## config.mk

```make
export PLATFORM = sky130hd
export DESIGN_NAME = pipe_skid_reg
export DESIGN_NICKNAME = d
export VERILOG_FILES = /design/src/rtl/pipe_pkg.sv /design/src/rtl/pipe_data_reg.sv /design/src/rtl/pipe_skid_reg.sv
export SDC_FILE = /design/constraint.sdc
export NUM_CORES = 1
export LEC_CHECK = 0
export ABC_CLOCK_PERIOD_IN_PS = 4100
export CAP_MARGIN = 20
export CORE_MARGIN = 5
export CORE_UTILIZATION = 54
export CTS_CLUSTER_DIAMETER = 80
export DETAILED_ROUTE_END_ITERATION = 7
export PLACE_DENSITY = 0.86
export SETUP_SLACK_MARGIN = 0.1
export SYNTH_ARGS = -nofsm -noshare
export SYNTH_HDL_FRONTEND = slang
export SYNTH_HIERARCHICAL = 1
export SYNTH_SLANG_ARGS = --single-unit
```

## constraint.sdc

```tcl
create_clock -name clk -period 4.1 [get_ports clk]
set_input_delay 0.615 -clock clk [delete_from_list [all_inputs] [get_ports clk]]
set_output_delay 0.615 -clock clk [all_outputs]
set_load 0.01 [all_outputs]
```

## src/rtl/pipe_pkg.sv

```systemverilog
// Shared types for the pipe_skid_reg slice: state encoding of the two-entry skid buffer and stall counter width.
package pipe_pkg;

  typedef enum logic [1:0] {
    EMPTY = 2'b00,
    BUSY  = 2'b01,
    FULL  = 2'b10
  } pipe_state_e;

  localparam int STALL_CNT_W = 16;

endpackage

```

## src/rtl/pipe_data_reg.sv

```systemverilog
// WIDTH-bit load-enabled register with asynchronous active-low reset to RESET_VALUE.
module pipe_data_reg #(
  parameter int               WIDTH       = 32,
  parameter logic [WIDTH-1:0] RESET_VALUE = '0
) (
  input  logic             clk,
  input  logic             rst_n,
  input  logic             i_en,
  input  logic [WIDTH-1:0] i_d,
  output logic [WIDTH-1:0] o_q
);

  logic [WIDTH-1:0] r_q;

  always_ff @(posedge clk or negedge rst_n) begin
    if (!rst_n) begin
      r_q <= RESET_VALUE;
    end else if (i_en) begin
      r_q <= i_d;
    end
  end

  assign o_q = r_q;

endmodule

```

## src/rtl/pipe_skid_reg.sv

```systemverilog
// Two-entry skid buffer (main + skid register) with fully registered in_ready.
// Optional stall counter output enabled by macro PIPE_SKID_REG_STATS_EN.
module pipe_skid_reg
  import pipe_pkg::*;
#(
  parameter int               WIDTH       = 32,
  parameter logic [WIDTH-1:0] RESET_VALUE = '0
) (
  input  logic             clk,
  input  logic             rst_n,
  input  logic             flush,
  input  logic             in_valid,
  input  logic [WIDTH-1:0] in_data,
  output logic             in_ready,
  output logic             out_valid,
  output logic [WIDTH-1:0] out_data,
  input  logic             out_ready
`ifdef PIPE_SKID_REG_STATS_EN
  ,
  output logic [STALL_CNT_W-1:0] stall_cnt
`endif
);

  pipe_state_e      r_state;
  pipe_state_e      w_state_nxt;
  logic             w_in_ready;
  logic             w_out_valid;
  logic             w_in_fire;
  logic             w_out_fire;
  logic             w_main_en;
  logic             w_main_from_skid;
  logic             w_skid_en;
  logic [WIDTH-1:0] w_main_d;
  logic [WIDTH-1:0] w_main_q;
  logic [WIDTH-1:0] w_skid_q;

  // Handshake flags come from the state register only, so in_ready never sees out_ready.
  assign w_in_ready  = (r_state != FULL);
  assign w_out_valid = (r_state != EMPTY);
  assign w_in_fire   = in_valid & w_in_ready;
  assign w_out_fire  = w_out_valid & out_ready;

  always_comb begin
    w_state_nxt      = r_state;
    w_main_en        = 1'b0;
    w_main_from_skid = 1'b0;
    w_skid_en        = 1'b0;
    if (flush) begin
      w_state_nxt = EMPTY;
    end else begin
      case (r_state)
        EMPTY: begin
          if (w_in_fire) begin
            w_state_nxt = BUSY;
            w_main_en   = 1'b1;
          end
        end
        BUSY: begin
          if (w_in_fire && w_out_fire) begin
            w_main_en = 1'b1;
          end else if (w_in_fire) begin
            w_state_nxt = FULL;
            w_skid_en   = 1'b1;
          end else if (w_out_fire) begin
            w_state_nxt = EMPTY;
          end
        end
        FULL: begin
          if (w_out_fire) begin
            w_state_nxt      = BUSY;
            w_main_en        = 1'b1;
            w_main_from_skid = 1'b1;
          end
        end
        default: w_state_nxt = EMPTY;
      endcase
    end
  end

  always_ff @(posedge clk or negedge rst_n) begin
    if (!rst_n) begin
      r_state <= EMPTY;
    end else begin
      r_state <= w_state_nxt;
    end
  end

  assign w_main_d = w_main_from_skid ? w_skid_q : in_data;

  pipe_data_reg #(.WIDTH(WIDTH), .RESET_VALUE(RESET_VALUE)) u_main (
    .clk  (clk),
    .rst_n(rst_n),
    .i_en (w_main_en),
    .i_d  (w_main_d),
    .o_q  (w_main_q)
  );

  pipe_data_reg #(.WIDTH(WIDTH), .RESET_VALUE(RESET_VALUE)) u_skid (
    .clk  (clk),
    .rst_n(rst_n),
    .i_en (w_skid_en),
    .i_d  (in_data),
    .o_q  (w_skid_q)
  );

  assign in_ready  = w_in_ready;
  assign out_valid = w_out_valid;
  assign out_data  = w_main_q;

`ifdef PIPE_SKID_REG_STATS_EN
  logic [STALL_CNT_W-1:0] r_stall_cnt;

  // Saturating count of cycles where a word waits on downstream.
  always_ff @(posedge clk or negedge rst_n) begin
    if (!rst_n) begin
      r_stall_cnt <= '0;
    end else if (flush) begin
      r_stall_cnt <= '0;
    end else if (w_out_valid && !out_ready && (r_stall_cnt != '1)) begin
      r_stall_cnt <= r_stall_cnt + 1'b1;
    end
  end

  assign stall_cnt = r_stall_cnt;
`endif

endmodule

```

== Word-level counts from Yosys, hierarchy flattened ==
Cells that the tools add are included.

* Eq/ne operators: 7
* Multiplexer cells: 18
* Bitwise operators: 2
* Reductions and logical operators: 4

{| class="wikitable"
|+ Operator list
! cell !! count
|-
| $mux W32 || 1
|-
| $mux W2 || 6
|-
| $mux W1 || 9
|-
| $ne A3 B3 Y1 const B || 3
|-
| $pmux W2 S3 || 1
|-
| $ne A4 B4 Y1 const B || 1
|-
| $reduce_and A4 Y1 || 1
|-
| $pmux W1 S3 || 1
|-
| $and A1 B1 Y1 || 2
|-
| $eq A2 B1 Y1 const B || 1
|-
| $eq A2 B2 Y1 const B || 1
|-
| $logic_not A2 Y1 || 1
|-
| $ne A2 B2 Y1 const B || 1
|-
| $reduce_bool A2 Y1 || 1
|-
| $logic_and A1 B1 Y1 || 1
|}

* Register bits after elaboration: 66
* Bits of input ports: 37
* Output and inout bits: 34
* Word-level logic and storage cells: 34

== Longest topological paths before layout ==
* Word-level depth: 7
* Mapped depth: 6
* Mapped depth without buffers: 5

== Cells and area by module ==
Netlist, hierarchy kept.

{| class="wikitable"
|+ Modules (own cells, without submodules)
! module !! times used !! cells an instance !! area each (um^2) !! sequential area each (um^2)
|-
| pipe_data_reg || 2 || 68 || 1345.0 || 800.8
|-
| pipe_skid_reg || 1 || 50 || 538.0 || 50.0
|}

== Worst setup path after synthesis ==
No wires, ideal clock.

* Path kind: input-to-reg
* Start: input port flush
* End: register u_main.r_q[29] (netlist: u_main/o_q[29])
* Setup time: 0.125 ns
* Arrival: 1.664 ns
* Required time: 3.975 ns
* Slack: 2.311 ns
* Stages on the path: 4
* Path buffers: 1
* Path through: nor3b_4 -> buf_6 -> mux2_2 -> mux2_2

* Word-level cells in the longest chain between the ends: 2
* Elaborated cells on any way between the ends: 3
* Those cells by class: 3 x mux

{| class="wikitable"
|+ RTL lines
! what !! RTL line !! text
|-
| start, declared || pipe_skid_reg.sv:11 || <nowiki>input logic flush,</nowiki>
|-
| $mux W1 || pipe_skid_reg.sv:48 || <nowiki>if (flush) begin</nowiki>
|-
| $mux W32 || pipe_skid_reg.sv:88 || <nowiki>assign w_main_d = w_main_from_skid ? w_skid_q : in_data;</nowiki>
|-
| named net w_main_d[29] || pipe_skid_reg.sv:33 || <nowiki>logic [WIDTH-1:0] w_main_d;</nowiki>
|-
| end signal, assigned || pipe_data_reg.sv:19 || <nowiki>r_q <= i_d;</nowiki>
|-
| end, declared || pipe_data_reg.sv:13 || <nowiki>logic [WIDTH-1:0] r_q;</nowiki>
|}

The timed path passes the listed nets, and every way through them passes these cells.
A chain may end at the register's enable or synchronous reset.

== Final worst setup path ==
* Start: input port in_valid
* End: register u_main.r_q[25] (netlist: u_main/o_q[25])

* Word-level cells in the longest chain between the ends: 5
* Elaborated cells on any way between the ends: 6
* Those cells by class: 4 x mux; 1 x bitwise; 1 x reduce/logical

{| class="wikitable"
|+ RTL lines
! what !! RTL line !! text
|-
| start, declared || pipe_skid_reg.sv:12 || <nowiki>input logic in_valid,</nowiki>
|-
| $and A1 B1 Y1 (*) || pipe_skid_reg.sv:40 || <nowiki>assign w_in_fire = in_valid & w_in_ready;</nowiki>
|-
| $logic_and A1 B1 Y1 || pipe_skid_reg.sv:59 || <nowiki>if (w_in_fire && w_out_fire) begin</nowiki>
|-
| $mux W1 || pipe_skid_reg.sv:59 ||
|-
| $pmux W1 S3 (*) || pipe_skid_reg.sv:51 || <nowiki>case (r_state)</nowiki>
|-
| $mux W1 (*) || pipe_skid_reg.sv:48 ||
|-
| named net w_main_en || pipe_skid_reg.sv:30 || <nowiki>logic w_main_en;</nowiki>
|}

Mark *: on every way through the listed nets, which the timed path passes. The rest lies on a longest branch.

==> results.yml <==
status:
  status: "finished, final reports clean"
timing:
  hold_viol_final: 0
  relSlewSlack: 0.468
  fin_crit_ns: 2.49
  finalSetupTns_ns: 0
  setup_viol: 0
  rsz0062_at_grt: "no"
  slew_violations: 0
  max_freq_ghz: 0.402
  worstMarginPinSlew_ns: 0.795
  finalCritPeriodShare: 0.606
  fin_skew_ns: 0.00680
power:
  p_leak_nw: 1.80
  power_density_mw_per_mm2: 486
  vdd_drop_max_mv: 0.274
  p_sw_frac: 0.239
  p_clk_frac: 0.295
  p_comb_frac: 0.255
  seqPwrFrac: 0.450
  intPower_mw: 1.53
  switchingPower_mw: 0.479
setup_path:
  critPathMaxStageDelay_ns: 0.69
  critPathSlowestCell: "a21oi_4"
  arrival_ns: 2.69
  start_kind: "input port"
  cp_num_buf_inv: 2
  endpoint_kind: "register"
  critical-path-top-delay-family: "compound AO/OA/AOI/OAI gates"
  critical_path_required_ns: 4.31
  cp_cell_sequence: "clkdlybuf4s50_1 > and2b_1 > o21ai_0 > a21oi_4 > buf_12 > mux2_4"
  crit_fanout: 17
  critPathKind: "input port to register"
yosys:
  ys_ff_latch: 66
  syn_inst: 186
  synth_area_sq_mm: 0.00323
  syn_area_per_cell_sq_um: 17.4
  seq_area_frac_synth: 0.512
  synth_cell_type_count: 19
  yosys_warnings: 6
  syn_nets: 223
routing:
  antenna_left: 0
  num_vias: 1766
  wl_per_cell_um: 18.0
  dr.pass1.iters: 3
  drc: 0
  drtIter0Drc: 43
  via_per_inst: 5.18
  wl_um: 6140
clock_network:
  cts_htree_levels: 3
  ctsHoldBuffers: 0
  cts_sinks: 66
  clk_pin_slew_ns: 0.07
  post_cts_buffers: 0
  cts_buffer_depth: 2
  root_buffer: "clkbuf_8"
  cts_resized: 0
  insertion_delay_ns: 0.33
  cts_tree: "done"
  numCtsBuffers: 9
global_route:
  first_global_vias: 1977
  grt-ovfl-total: 0
  grt_max_degree: 36
  grt_pass1_wl_um: 10000
  grt.total_usage: 0.176
  antenna_found_initial: 0
floorplan:
  design.die.area_sq_mm: 0.00762
  die_h_um: 87.3
  die_w_um: 87.3
  io_pins: 71
  num_rows: 28
  initial_core_util: 0.552
  core_sq_mm: 0.00585
placement:
  gp_congestion: 0.730
  hpwl_um: 4220
  dpl_cell_area_sq_mm: 0.00391
  io_buffer_count: 70
layout:
  nets: 298
  drive_gt1_frac: 0.451
  final_cell_mix: "clkdlybuf4s50_1, dfrtp_1, mux2_4"
  antenna_cells: 0
  finalInstanceArea_sq_mm: 0.00413
  syn2layout_area_growth_pct: 27.8
  final_common_cell: "clkdlybuf4s50_1"
min_path:
  holdCritPathClass: "input port to asynchronous set/reset pin"
flow_run:
  cap_violations: 0
## kinds of logic (layout without fill, tap and decap cells)
family	Yosys count	count (layout)	synth area share
AND/OR/NAND/NOR	8	8	0.0205
buffers and inverters	12	92	0.0558
multiplexers	96	96	0.405
AO/OA/AOI/OAI	4	4	0.00736
flip-flops	66	66	0.512
## registers in the layout, indices dropped and copies added, names as in the netlist
| register | cells |
|---|---|
| u_skid/o_q | 32 |
| r_state | 2 |
| u_main/o_q | 32 |
## worst register-to-register path, delay by kind of cell (launching register included)
| kind | cells | cell delay (ns) |
|---|---|---|
| AND/OR/NAND/NOR | 1 | 0.23 |
| flip-flops | 1 | 0.39 |
| AO/OA/AOI/OAI | 2 | 0.85 |
| multiplexers | 1 | 0.32 |
| buffers and inverters | 1 | 0.28 |
## worst paths after layout
check                          startpoint        endpoint  slack (ns)  cells past startpoint
max                              in_valid  u_main/o_q[25]        1.61                      6
min                                 rst_n   u_skid/o_q[0]        0.36                      1
max reg2reg                    r_state[1]  u_main/o_q[25]        1.92                      5
min reg2reg                u_skid/o_q[16]  u_skid/o_q[16]        0.51                      1
max in group asynchronous           rst_n  u_main/o_q[24]        2.82                      2
min in group clk           u_skid/o_q[16]  u_skid/o_q[16]        0.51                      1
## power groups by stage
stage / clock network (mW) / registers, mW / logic [mW]
floorplan: 0 / 0.914 / 0.279
global placement: 0 / 0.903 / 0.503
detailed placement: 0 / 0.906 / 0.517
CTS: 0.609 / 0.901 / 0.519
global route: 0.639 / 0.921 / 0.543
finish: 0.592 / 0.902 / 0.511
## cell usage after synthesis
master | n | share of area
buf_6 | 5 | 0.017
nor2b_2 | 1 | 0.0027
mux2_2 | 32 | 0.11
and2b_1 | 1 | 0.0023
or4b_2 | 1 | 0.0031
mux2_1 | 4 | 0.014
mux2_4 | 60 | 0.28
nor3_1 | 1 | 0.0015
nand2b_1 | 1 | 0.0019
a211oi_1 | 1 | 0.0023
nor3b_4 | 1 | 0.0058
buf_12 | 6 | 0.037
inv_2 | 1 | 0.0012
a21oi_1 | 1 | 0.0015
dfrtp_1 | 66 | 0.51
nand2_1 | 1 | 0.0012
or2_2 | 1 | 0.0019
a31oi_1 | 1 | 0.0019
o21ai_0 | 1 | 0.0015
## through the flow
stage / util / hold slack, ns / total power, mW / std cells / worst slack, ns
after global routing: 0.705 / 0.420 / 2.10 / 341 / 1.54
after global placement: 0.668 / 0.484 / 1.41 / 325 / 1.34
after detailed placement: 0.668 / 0.489 / 1.42 / 325 / 1.26
after floorplan: - / 0.319 / 1.19 / 186 / 2.31
after CTS: 0.705 / 0.375 / 2.03 / 341 / 1.62
final: 0.705 / 0.363 / 2.01 / 341 / 1.61
## layout make-up
cell class | count | area [sq um]
Sequential cell | 66 | 1650
Clock inverter | 5 | 77.6
Timing Repair Buffer | 75 | 746
Tap cell | 75 | 93.8
Clock buffer | 11 | 141
Inverter | 1 | 3.75
Multi-Input combinational cell | 108 | 1410
Fill cell | 392 | 1720
## metal layers
layer,global-route usage,wire length (um),up-vias
li1,-,-,826
met1,0.226,2770,891
met2,0.281,3020,43
met3,0.0416,278,6
met4,0.0795,69,0
met5,0,0,-
Power figures use the tool's default switching activity.
